$ cat src/rtl/dataram_pkg.sv
// -----------------------------------------------------------------------------
// dataram_pkg
// Shared definitions for the data-RAM arbiter slice.
//   ADDR_W_DEF / DATA_W_DEF : default RAM address / word widths
//   arb_state_t             : arbiter states (free, held by port 0, held by port 1)
//   PORT0 / PORT1           : requester index constants (CPU data, I/O-DMA)
// -----------------------------------------------------------------------------
package dataram_pkg;

    localparam int ADDR_W_DEF = 15;
    localparam int DATA_W_DEF = 16;

    typedef enum logic [1:0] {
        ARB   = 2'd0,
        HOLD0 = 2'd1,
        HOLD1 = 2'd2
    } arb_state_t;

    localparam logic PORT0 = 1'b0;
    localparam logic PORT1 = 1'b1;

endpackage

$ cat src/rtl/dataram_rr_pick.sv
// -----------------------------------------------------------------------------
// dataram_rr_pick
// Combinational two-way round-robin picker with an optional held owner.
//   req[1:0]    in  : request vector, bit i = port i
//   last_grant  in  : port that made the most recent transfer
//   hold_valid  in  : a locked owner currently holds the RAM
//   hold_idx    in  : index of that owner
//   grant[1:0]  out : one-hot grant (all zero when nobody requests)
// -----------------------------------------------------------------------------
module dataram_rr_pick
    import dataram_pkg::*;
(
    input  logic [1:0] req,
    input  logic       last_grant,
    input  logic       hold_valid,
    input  logic       hold_idx,
    output logic [1:0] grant
);

    always_comb begin
        grant = 2'b00;
        if (hold_valid && req[hold_idx]) begin
            // A holder still requesting keeps the RAM whatever the other port does.
            grant[hold_idx] = 1'b1;
        end else if (req == 2'b11) begin
            // Tie: the port that did not transfer last wins.
            grant = (last_grant == PORT0) ? 2'b10 : 2'b01;
        end else begin
            // Zero or one requester; a holder that dropped its request falls
            // through here in the same cycle, so there is no idle bubble.
            grant = req;
        end
    end

endmodule

$ cat src/rtl/dataram_arbiter.sv
// -----------------------------------------------------------------------------
// dataram_arbiter
// Shares one single-port data RAM (synchronous write, combinational read)
// between the CPU data port (0) and the I/O / DMA port (1). Round-robin with
// an optional lock that keeps the RAM for up to MAX_BURST consecutive
// transfers. Read data is registered per port with a one-cycle rvalid pulse.
//   clk, rst_n                 : clock, asynchronous active-low reset
//   reqN/weN/addrN/wdataN/lockN: requester N command (held until readyN)
//   readyN                     : grant, transfer at edge where reqN & readyN
//   rvalidN/rdataN             : registered read return, one cycle after edge
//   ram_addr/ram_wdata/ram_we  : to RAM
//   ram_rdata                  : from RAM (combinational)
// -----------------------------------------------------------------------------
module dataram_arbiter
    import dataram_pkg::*;
#(
    parameter int ADDR_W    = ADDR_W_DEF,
    parameter int DATA_W    = DATA_W_DEF,
    parameter int MAX_BURST = 4
) (
    input  logic              clk,
    input  logic              rst_n,
    input  logic              req0,
    input  logic              we0,
    input  logic [ADDR_W-1:0] addr0,
    input  logic [DATA_W-1:0] wdata0,
    input  logic              lock0,
    input  logic              req1,
    input  logic              we1,
    input  logic [ADDR_W-1:0] addr1,
    input  logic [DATA_W-1:0] wdata1,
    input  logic              lock1,
    output logic              ready0,
    output logic              ready1,
    output logic              rvalid0,
    output logic              rvalid1,
    output logic [DATA_W-1:0] rdata0,
    output logic [DATA_W-1:0] rdata1,
    output logic [ADDR_W-1:0] ram_addr,
    output logic [DATA_W-1:0] ram_wdata,
    output logic              ram_we,
    input  logic [DATA_W-1:0] ram_rdata
);

    localparam int CNT_W = $clog2(MAX_BURST + 1);

    arb_state_t       state_reg, state_next;
    logic             last_grant_reg, last_grant_next;
    logic [CNT_W-1:0] burst_cnt_reg, burst_cnt_next;
    logic [CNT_W-1:0] cnt_new;
    logic             held_by_xfer;

    logic [1:0] req_vec, we_vec, lock_vec;
    logic [1:0] grant_raw, ready_vec, xfer_vec;
    logic       xfer_idx;

    logic              rvalid_reg [2];
    logic [DATA_W-1:0] rdata_reg  [2];

    assign req_vec  = {req1, req0};
    assign we_vec   = {we1, we0};
    assign lock_vec = {lock1, lock0};

    dataram_rr_pick u_pick (
        .req        (req_vec),
        .last_grant (last_grant_reg),
        .hold_valid (state_reg != ARB),
        .hold_idx   (state_reg == HOLD1),
        .grant      (grant_raw)
    );

    // Gating by rst_n makes ready and ram_we drop the instant reset is
    // asserted, even between clock edges, so no write slips into the RAM.
    assign ready_vec = grant_raw & {2{rst_n}};
    assign xfer_vec  = ready_vec & req_vec;
    assign xfer_idx  = xfer_vec[PORT1];

    assign ready0 = ready_vec[PORT0];
    assign ready1 = ready_vec[PORT1];

    // Idle default routes port 0 so the RAM sees a stable address.
    assign ram_addr  = ready_vec[PORT1] ? addr1  : addr0;
    assign ram_wdata = ready_vec[PORT1] ? wdata1 : wdata0;
    assign ram_we    = |(ready_vec & we_vec);

    // ------------------------------------------------------------------ FSM
    always_comb begin
        state_next      = state_reg;
        last_grant_next = last_grant_reg;
        burst_cnt_next  = burst_cnt_reg;

        // Continuing a burst only when the same port already holds the RAM;
        // any other transfer starts a fresh count at 1.
        held_by_xfer = xfer_idx ? (state_reg == HOLD1) : (state_reg == HOLD0);
        cnt_new      = held_by_xfer ? (burst_cnt_reg + CNT_W'(1)) : CNT_W'(1);

        if (|xfer_vec) begin
            last_grant_next = xfer_idx;
            if (lock_vec[xfer_idx] && (cnt_new < CNT_W'(MAX_BURST))) begin
                state_next     = xfer_idx ? HOLD1 : HOLD0;
                burst_cnt_next = cnt_new;
            end else begin
                // Burst exhausted (or no lock): the holder is now last_grant,
                // so a waiting other port wins the next tie.
                state_next     = ARB;
                burst_cnt_next = '0;
            end
        end else if (state_reg != ARB) begin
            state_next     = ARB;
            burst_cnt_next = '0;
        end
    end

    always_ff @(posedge clk or negedge rst_n) begin
        if (!rst_n) begin
            state_reg      <= ARB;
            last_grant_reg <= PORT1;
            burst_cnt_reg  <= '0;
        end else begin
            state_reg      <= state_next;
            last_grant_reg <= last_grant_next;
            burst_cnt_reg  <= burst_cnt_next;
        end
    end

    // ------------------------------------------------------- read returns
    generate
        for (genvar gi = 0; gi < 2; gi++) begin : g_rd
            always_ff @(posedge clk or negedge rst_n) begin
                if (!rst_n) begin
                    rvalid_reg[gi] <= 1'b0;
                    rdata_reg[gi]  <= '0;
                end else begin
                    rvalid_reg[gi] <= xfer_vec[gi] & ~we_vec[gi];
                    // Writes leave the last read value untouched.
                    if (xfer_vec[gi] && !we_vec[gi]) begin
                        rdata_reg[gi] <= ram_rdata;
                    end
                end
            end
        end
    endgenerate

    assign rvalid0 = rvalid_reg[0];
    assign rvalid1 = rvalid_reg[1];
    assign rdata0  = rdata_reg[0];
    assign rdata1  = rdata_reg[1];

endmodule

$ cat config.mk
export PLATFORM = sky130hd
export DESIGN_NAME = dataram_arbiter
export DESIGN_NICKNAME = d
export VERILOG_FILES = /design/src/rtl/dataram_pkg.sv /design/src/rtl/dataram_rr_pick.sv /design/src/rtl/dataram_arbiter.sv
export SDC_FILE = /design/constraint.sdc
export NUM_CORES = 1
export LEC_CHECK = 0
export ABC_AREA = 1
export CORE_ASPECT_RATIO = 0.6
export CORE_MARGIN = 1
export CORE_UTILIZATION = 37
export CTS_CLUSTER_SIZE = 24
export DETAILED_ROUTE_END_ITERATION = 12
export PLACE_DENSITY = 0.92
export SYNTH_ARGS = -nofsm -noshare
export SYNTH_HDL_FRONTEND = slang
export SYNTH_HIERARCHICAL = 1
export SYNTH_SLANG_ARGS = --single-unit
$ cat constraint.sdc
create_clock -name clk -period 5.2 [get_ports clk]
set_clock_uncertainty 0.1 [all_clocks]
set_input_delay 0.78 -clock clk [delete_from_list [all_inputs] [get_ports clk]]
set_output_delay 0.78 -clock clk [all_outputs]
set_load 0.1 [all_outputs]
* Yosys cells after proc, flatten, opt, wreduce, memory -nomap -nowiden *
Cells that the tools add are included.

storage, ports and cells
  memories kept = 0
  bits in latches = 0
  word-level logic and storage cells = 53
  output and inout port bits = 68
  bits in read-only memories = 0
  flip-flop bits (word level) = 40
  bits in writable memories = 0
  input port bits = 86

operators by class
  equal/unequal tests = 3
  muxes and demuxes = 20
  div/mod/pow operators = 0
  add/subtract/negate cells = 1
  shift-type cells = 0
  $mul = 0
  order comparisons = 4
  reductions and logical operators = 11
  bitwise logic cells = 7

operators by type and width
  operator                                                               number
  16-bit 2-to-1 mux                                                      1
  15-bit 2-to-1 mux                                                      1
  2-bit 2-to-1 mux                                                       7
  3-bit 2-to-1 mux                                                       4
  2-bit AND                                                              3
  1-bit 2-to-1 mux                                                       6
  1-bit logical AND                                                      5
  2-bit == test (second input constant)                                  2
  1-bit by 2-bit < comparator with 1-bit output (second input constant)  2
  2-bit nonzero test                                                     2
  2-bit OR reduction                                                     2
  3-bit by 1-bit adder with 3-bit output (second input constant)         1
  3-bit < comparator (second input constant)                             1
  1-bit AND                                                              2
  2-bit by 1-bit == test with 1-bit output (second input constant)       1
  1-bit zero test                                                        2
  1-bit inverter                                                         2
  1-bit demux with 1-bit select                                          1
  1-bit greater-or-equal comparator (second input constant)              1

* Logic depth before layout (Yosys ltp) *
Gate-level depths: netlist of the first run.

  depth in word-level cells = 14
  mapped depth = 16
  mapped depth without buffers = 15

* Modules after synthesis *
Netlist of the first run, hierarchy kept.

modules (own cells, without submodules)
  module           area an instance (um^2)  cells each  times used
  dataram_arbiter  2,054.5                  274         1
  dataram_rr_pick  43.8                     9           1

* Least setup slack after synthesis of the first run *
OpenSTA, ideal clock, no wires.

  path kind = input-to-output
  start point = in req1
  end point = out ram_we
  arrival = 3.094 ns
  setup slack = 1.226 ns
  path buffers = 0
  stages = 5
  required time = 4.320 ns
  path through = nand3_2 nand2_1 inv_1 nand2_1 o21ai_0

on the way
  word-level cells in the longest chain between the ends = 7

RTL lines
  item                                                 line                   source
  start, declared                                      dataram_arbiter.sv:28  input logic req1,
  1-bit 2-to-1 mux (implied by the code) (2 in a row)  dataram_rr_pick.sv:22  if (hold_valid && req[hold_idx]) begin
  1-bit logical AND                                    dataram_rr_pick.sv:22
  2-bit 2-to-1 mux *                                   dataram_rr_pick.sv:22
  net grant_raw[0]                                     dataram_arbiter.sv:54  logic [1:0] grant_raw, ready_vec, xfer_vec;
  2-bit AND *                                          dataram_arbiter.sv:74  assign ready_vec = grant_raw & {2{rst_n}};
  2-bit AND *                                          dataram_arbiter.sv:84  assign ram_we = |(ready_vec & we_vec);
  2-bit OR reduction *                                 dataram_arbiter.sv:84
  end, declared                                        dataram_arbiter.sv:41  output logic ram_we,

Mark *: on every way through the listed nets, which the timed path passes. The rest lies on a longest branch. The select of a mux whose other input is x is not followed.

* Final worst setup path of the first run *
  start point = in req1
  end point = out ram_wdata[15]

on the way
  word-level cells in the longest chain between the ends = 6

RTL lines
  item                                                 line                   source
  1-bit 2-to-1 mux (implied by the code) (2 in a row)  dataram_rr_pick.sv:22
  1-bit logical AND                                    dataram_rr_pick.sv:22
  2-bit 2-to-1 mux *                                   dataram_rr_pick.sv:22
  net grant_raw[1]                                     dataram_arbiter.sv:54
  2-bit AND *                                          dataram_arbiter.sv:74
  16-bit 2-to-1 mux *                                  dataram_arbiter.sv:83  assign ram_wdata = ready_vec[PORT1] ? wdata1 : wdata0;
  end, declared                                        dataram_arbiter.sv:40  output logic [DATA_W-1:0] ram_wdata,

Marks and branches as above.

==> results.cfg, run 1 <==
[flow_run]
maxCapViolCount = 0

[route]
viasPerCell = 4.47
drtPass1Iterations = 4
drt-total-wl_um = 6530
drc = 0
wl_per_cell_um = 13.1
wl_met1_um = 2840
wl_met2_um = 3330
wl_met3_um = 314
drtAntennaViolNets = 0
dr_total_vias = 2236
top_layer_used = met4
drt_iter0_markers = 72

[finish]
fin_cells = 500
layout-drive-gt1-share = 0.152
area_growth_pct = 73.6
layout.nets = 520
fillers = 443
antenna_cells = 0

[synthesis]
synth_area_leaders = dfrtp_1 (47%), nand2_1 (26%), o21ai_1 (6.4%), inv_1 (4.8%), o21ai_2 (2.9%)
synth_warnings = 6
ys_seq_elements = 40
synth_edf_count = 0
synth_common_cells = nand2_1 (144), dfrtp_1 (39), inv_1 (27), o21ai_1 (27), o21ai_2 (7)
yosysMostFrequentCell = nand2_1
async_reset_ff_frac = 1.00
synth_top_area_frac = 0.465
syn-cell-area_um2 = 2100
syn_avg_cell_area_um2 = 7.41
yosysTopAreaCell = dfrtp_1
synthFlopType = dfrtp_1
ys_seq_area_frac = 0.478
synth_cells = 283
ys_types = 22
syn-num-nets = 370

[cts]
cts_resized = 0
clockRootBuffer = clkbuf_8
clockBufferDepth = 2
cts_buffers = 5
clk_latency_ps = 290
clk_pin_slew_ps = 80
cts.sinks = 40
postCtsSetupRepairBufs = 0
cts_tree = built
cts_hold_buf = 0
cts_max_level = 2

[critical_path]
worstPathCellList = clkdlybuf4s50_1 > inv_1 > o21ai_0 > nand2_2 > buf_4 > inv_2 > nand2_1 > nand2_1 > buf_4
crit_path_max_fanout = 33
crit_arrival_ps = 2910
end_kind = output port
reg2reg_to = burst_cnt_reg[1]
slowest_stage = clkdlybuf4s50_1
cp.required_ps = 4320
r2r_start = state_reg[0]
reg2regPathDepth = 13
r2r_slack_ps = 3200
crit_start = req1
start_kind = primary input
cpPeakStageDelay_ps = 550
critPathKind = primary input to output port

[power]
combPwrFrac = 0.627
sw_frac_of_total = 0.566
p_per_area_nw_per_um2 = 459
p_sw_uw = 945
ir_drop_v = 0.000322
power_frac_clock = 0.126
total_leakage_power_uw = 0.00187
pwr-share-seq = 0.247
internal_power_uw = 725

[timing]
finalSetupTns_ps = 0
setup_violations = 0
max_freq_mhz = 264
slew_viol_final = 0
rsz0062_at_grt = false
fin_crit_ps = 3790
hold_viol_final = 0
slew_headroom = 0.325
period_share = 0.729
tightest_slew_ps = 1010

[global_routing]
grt_pass1_wl_um = 10300
antenna_found_initial = 0
grt.total_usage = 0.221
grt_pass1_vias = 2222
grt-ovfl-total = 0
grt_max_degree = 34

[die]
die_area_um2 = 5990
num_io_pins = 154
die_h_um = 60.3
initial_core_util = 0.399
fp-row-count = 20
fp.coreArea_um2 = 5260
die_x_um = 99.2

[place]
place_congestion = 0.772
place.port_buffers = 153
hpwl_um = 5290
place_inst = 492

[min_path]
hold_path_class = primary input to asynchronous set/reset pin

[run_status]
outcome = completed
[metrics by stage]
step | util | total power [uW] | area, um2 | setup WS [ps] | hold WS, ps
detailed placement | 0.676 | 1470 | 3550 | 1410 | 372
global route | 0.693 | 1740 | 3640 | 1160 | 341
finish | 0.693 | 1670 | 3640 | 1410 | 319
floorplan | - | 1190 | 2100 | 1230 | 349
CTS | 0.693 | 1680 | 3640 | 1410 | 332
global placement | 0.676 | 1450 | 3550 | 1450 | 364
[cell type report]
type                    instances  area, um2  share of cell area
inverters                      32        120              0.0330
clock buffers                   8       90.1              0.0247
repair buffers                155       1460               0.401
flip-flops and latches         40       1000               0.275
well taps                      66       82.6              0.0227
multi-input cells             199        888               0.244
[power by group through the flow]
stage,clock (uW),sequential (uW),combinational (uW)
floorplan,0,848,345
global placement,0,415,1040
detailed placement,0,418,1050
CTS,213,413,1050
global route,228,422,1090
finish,210,413,1050
[layout by cell type, fill, tap and decap left out, drive strengths merged, types with 5 or more instances in the layout]
| cell | instances |
|---|---|
| nand2 | 149 |
| clkdlybuf4s50 | 119 |
| dfrtp | 39 |
| buf | 36 |
| o21ai | 36 |
| inv | 32 |
| clkbuf | 8 |
| nand3 | 5 |
| nor2 | 5 |
[critical path: cells and delay by family]
kind,cells,cell delay [ps]
AO/OA/AOI/OAI,1,290
AND/OR/NAND/NOR,3,270
buffers and inverters,5,1560
[cells by family after synthesis]
group                      after synthesis  synth area share
and+or+nand+nor                        162             0.319
AOI/OAI and AO/OA                       36            0.0984
DFF                                     40             0.478
buffers and inverters                   44            0.0990
adders and majority gates                1           0.00596
[routing by layer]
metal | GRT usage | vias up
met4 | 0.0546 | 0
met3 | 0.0588 | 6
met5 | 0 | -
met2 | 0.381 | 60
met1 | 0.286 | 1016
li1 | - | 1154
[how the worst max path moves through the flow]
| stage | endpoint | slack, ps | cells past startpoint |
|---|---|---|---|
| global route | ram_we | 1160 | 9 |
| detailed placement | ram_we | 1410 | 9 |
| floorplan | ram_we | 1230 | 5 |
| CTS | ram_we | 1410 | 9 |
| global placement | ram_addr[14] | 1450 | 9 |
| finish | ram_wdata[15] | 1410 | 9 |
No activity file was read; power rests on OpenSTA's default activity.
==> run 2: changes to the inputs <==
- CORE_UTILIZATION: 37 -> 31
- PLACE_DENSITY: 0.92 -> 0.83
- clock period: 5.2 -> 3.1 ns (I/O delays scaled with it)
==> results.cfg, run 2 (same netlist as run 1, synthesis figures left out) <==
[cts]
clockBufferDepth = 2
clockRootBuffer = clkbuf_16
clk_latency_ps = 280
cts_max_level = 2
cts_tree = built
cts.sinks = 40
cts_buffers = 5
clk_pin_slew_ps = 60
postCtsSetupRepairBufs = 0

[route]
viasPerCell = 4.36
drt-total-wl_um = 7010
wl_per_cell_um = 13.5
dr_total_vias = 2266
drtPass1Iterations = 4
drtAntennaViolNets = 0
drt_iter0_markers = 86
drc = 0

[die]
initial_core_util = 0.331
fp.coreArea_um2 = 6330
num_io_pins = 154
die_x_um = 108
die_area_um2 = 7110
die_h_um = 65.7
fp-row-count = 22

[power]
sw_frac_of_total = 0.521
total_leakage_power_uw = 0.00211
p_per_area_nw_per_um2 = 767
pwr-share-seq = 0.221
ir_drop_v = 0.000527
power_frac_clock = 0.182
p_sw_uw = 1640
combPwrFrac = 0.596
internal_power_uw = 1510

[finish]
finish.utilization = 0.649
design_area_um2 = 4110
fillers = 532
area_growth_pct = 95.9
layout_commonest_cell = nand2_1
layout_common_cells = nand2_1 (144), clkdlybuf4s50_1 (84), dfrtp_1 (39)
layout.nets = 522
fin_cells = 520
layout-drive-gt1-share = 0.239
antenna_cells = 0

[global_routing]
antenna_found_initial = 0
grt_pass1_wl_um = 10700
grt_max_degree = 34
grt-ovfl-total = 0
grt_pass1_vias = 2204
grt.total_usage = 0.199

[place]
placed_cell_area_um2 = 3930
place_inst = 511
hpwl_um = 5740
place.port_buffers = 153
place_congestion = 0.782
place_ws_ps = 290

[critical_path]
crit_start = req1
slowest_stage = clkdlybuf4s50_1
reg2regPathDepth = 13
crit_path_max_fanout = 21
cpPeakStageDelay_ps = 550
end_kind = output port
critPathKind = primary input to output port
critPathBufInv = 5
r2r_start = state_reg[1]
start_kind = primary input
worstPathCellList = clkdlybuf4s50_1 > inv_1 > o21ai_0 > nand2_2 > inv_2 > buf_12 > nand2_1 > nand2_1 > buf_12
critPathTopFamily = buffers and inverters
cp.required_ps = 2530
cp_num_cells = 9
crit_arrival_ps = 2240

[timing]
hold_viol_final = 0
slew_viol_final = 0
setup_slack_ps = 296
fin_crit_ps = 2800
max_freq_mhz = 357
tightest_slew_ps = 517
period_share = 0.904
finalSetupTns_ps = 0
slew_headroom = 0.655
setup_violations = 0
rsz0062_at_grt = false

[min_path]
hold_start = last_grant_reg
hold_path_class = register to register
min_path_cells = 2

[flow_run]
maxCapViolCount = 0

[run_status]
outcome = completed
## run 2: cell count changes in the layout (fill, tap and decap cells not counted), moves of 2 or more
cell and delta:
buf_12 +35, clkbuf_1 -2, clkbuf_16 +5, clkbuf_8 -6
clkdlybuf4s50_1 -35
## run 2: path summary, 6_finish.rpt
path | end | slack [ps]
max | ram_wdata[0] | 300
min | last_grant_reg | 370
max reg2reg | burst_cnt_reg[0] | 1080
min reg2reg | last_grant_reg | 370
max in group asynchronous | rdata1[0] | 1700
min in group asynchronous | rdata0[8] | 510
## run 2: what timing repair did
| item | CTS | global route |
|---|---|---|
| hold buffers | 1 | 0 |
| setup endpoints to repair | 0 | 0 |
| endpoints found under the hold margin | 7 | 0 |
| gates resized for setup | 0 | 0 |
## run 2: layout make-up
cell class | count | area, um2 | share of cell area
clock inverter | 3 | 42.5 | 0.0104
inverter | 32 | 120 | 0.0292
sequential | 40 | 1000 | 0.244
multi-input combinational | 199 | 888 | 0.216
timing repair buffer | 157 | 1830 | 0.444
clock buffer | 5 | 125 | 0.0304
tap | 84 | 105 | 0.0256
## run 2: routing by layer
layer	up-vias	part of all wire	GRT usage
li1	1161	-	-
met1	1048	0.44	0.265
met2	50	0.51	0.335
met3	7	0.040	0.0427
met4	0	0.0066	0.0377
met5	-	0	0
## run 2: power by group through the flow
| stage | sequential [uW] | combinational [uW] | clock [uW] |
|---|---|---|---|
| 4_1_cts | 699 | 1890 | 589 |
| 6_report | 697 | 1880 | 574 |
| 3_5_place_dp | 704 | 1890 | 0 |
| 3_3_place_gp | 700 | 1870 | 0 |
| 5_1_grt | 712 | 1940 | 619 |
| 2_1_floorplan | 1420 | 579 | 0 |
## run 2: metrics by stage
step | hold WS, ps | total power, uW
2_1_floorplan | 69.4 | 2000
3_3_place_gp | 262 | 2570
3_5_place_dp | 261 | 2590
4_1_cts | 374 | 3180
5_1_grt | 386 | 3270
6_report | 369 | 3150
## run 2: worst reg2reg max path, cell delays in order, from the launching register on
cell,delay (ps)
dfrtp_1,380
inv_1,70
nand2_1,100
inv_1,80
nand2_2,50
nand3_2,70
o21ai_0,140
nand2_2,110
buf_4,320
nor2_4,80
nand2_1,120
nand3_2,100
nand2_2,100
o21ai_1,80
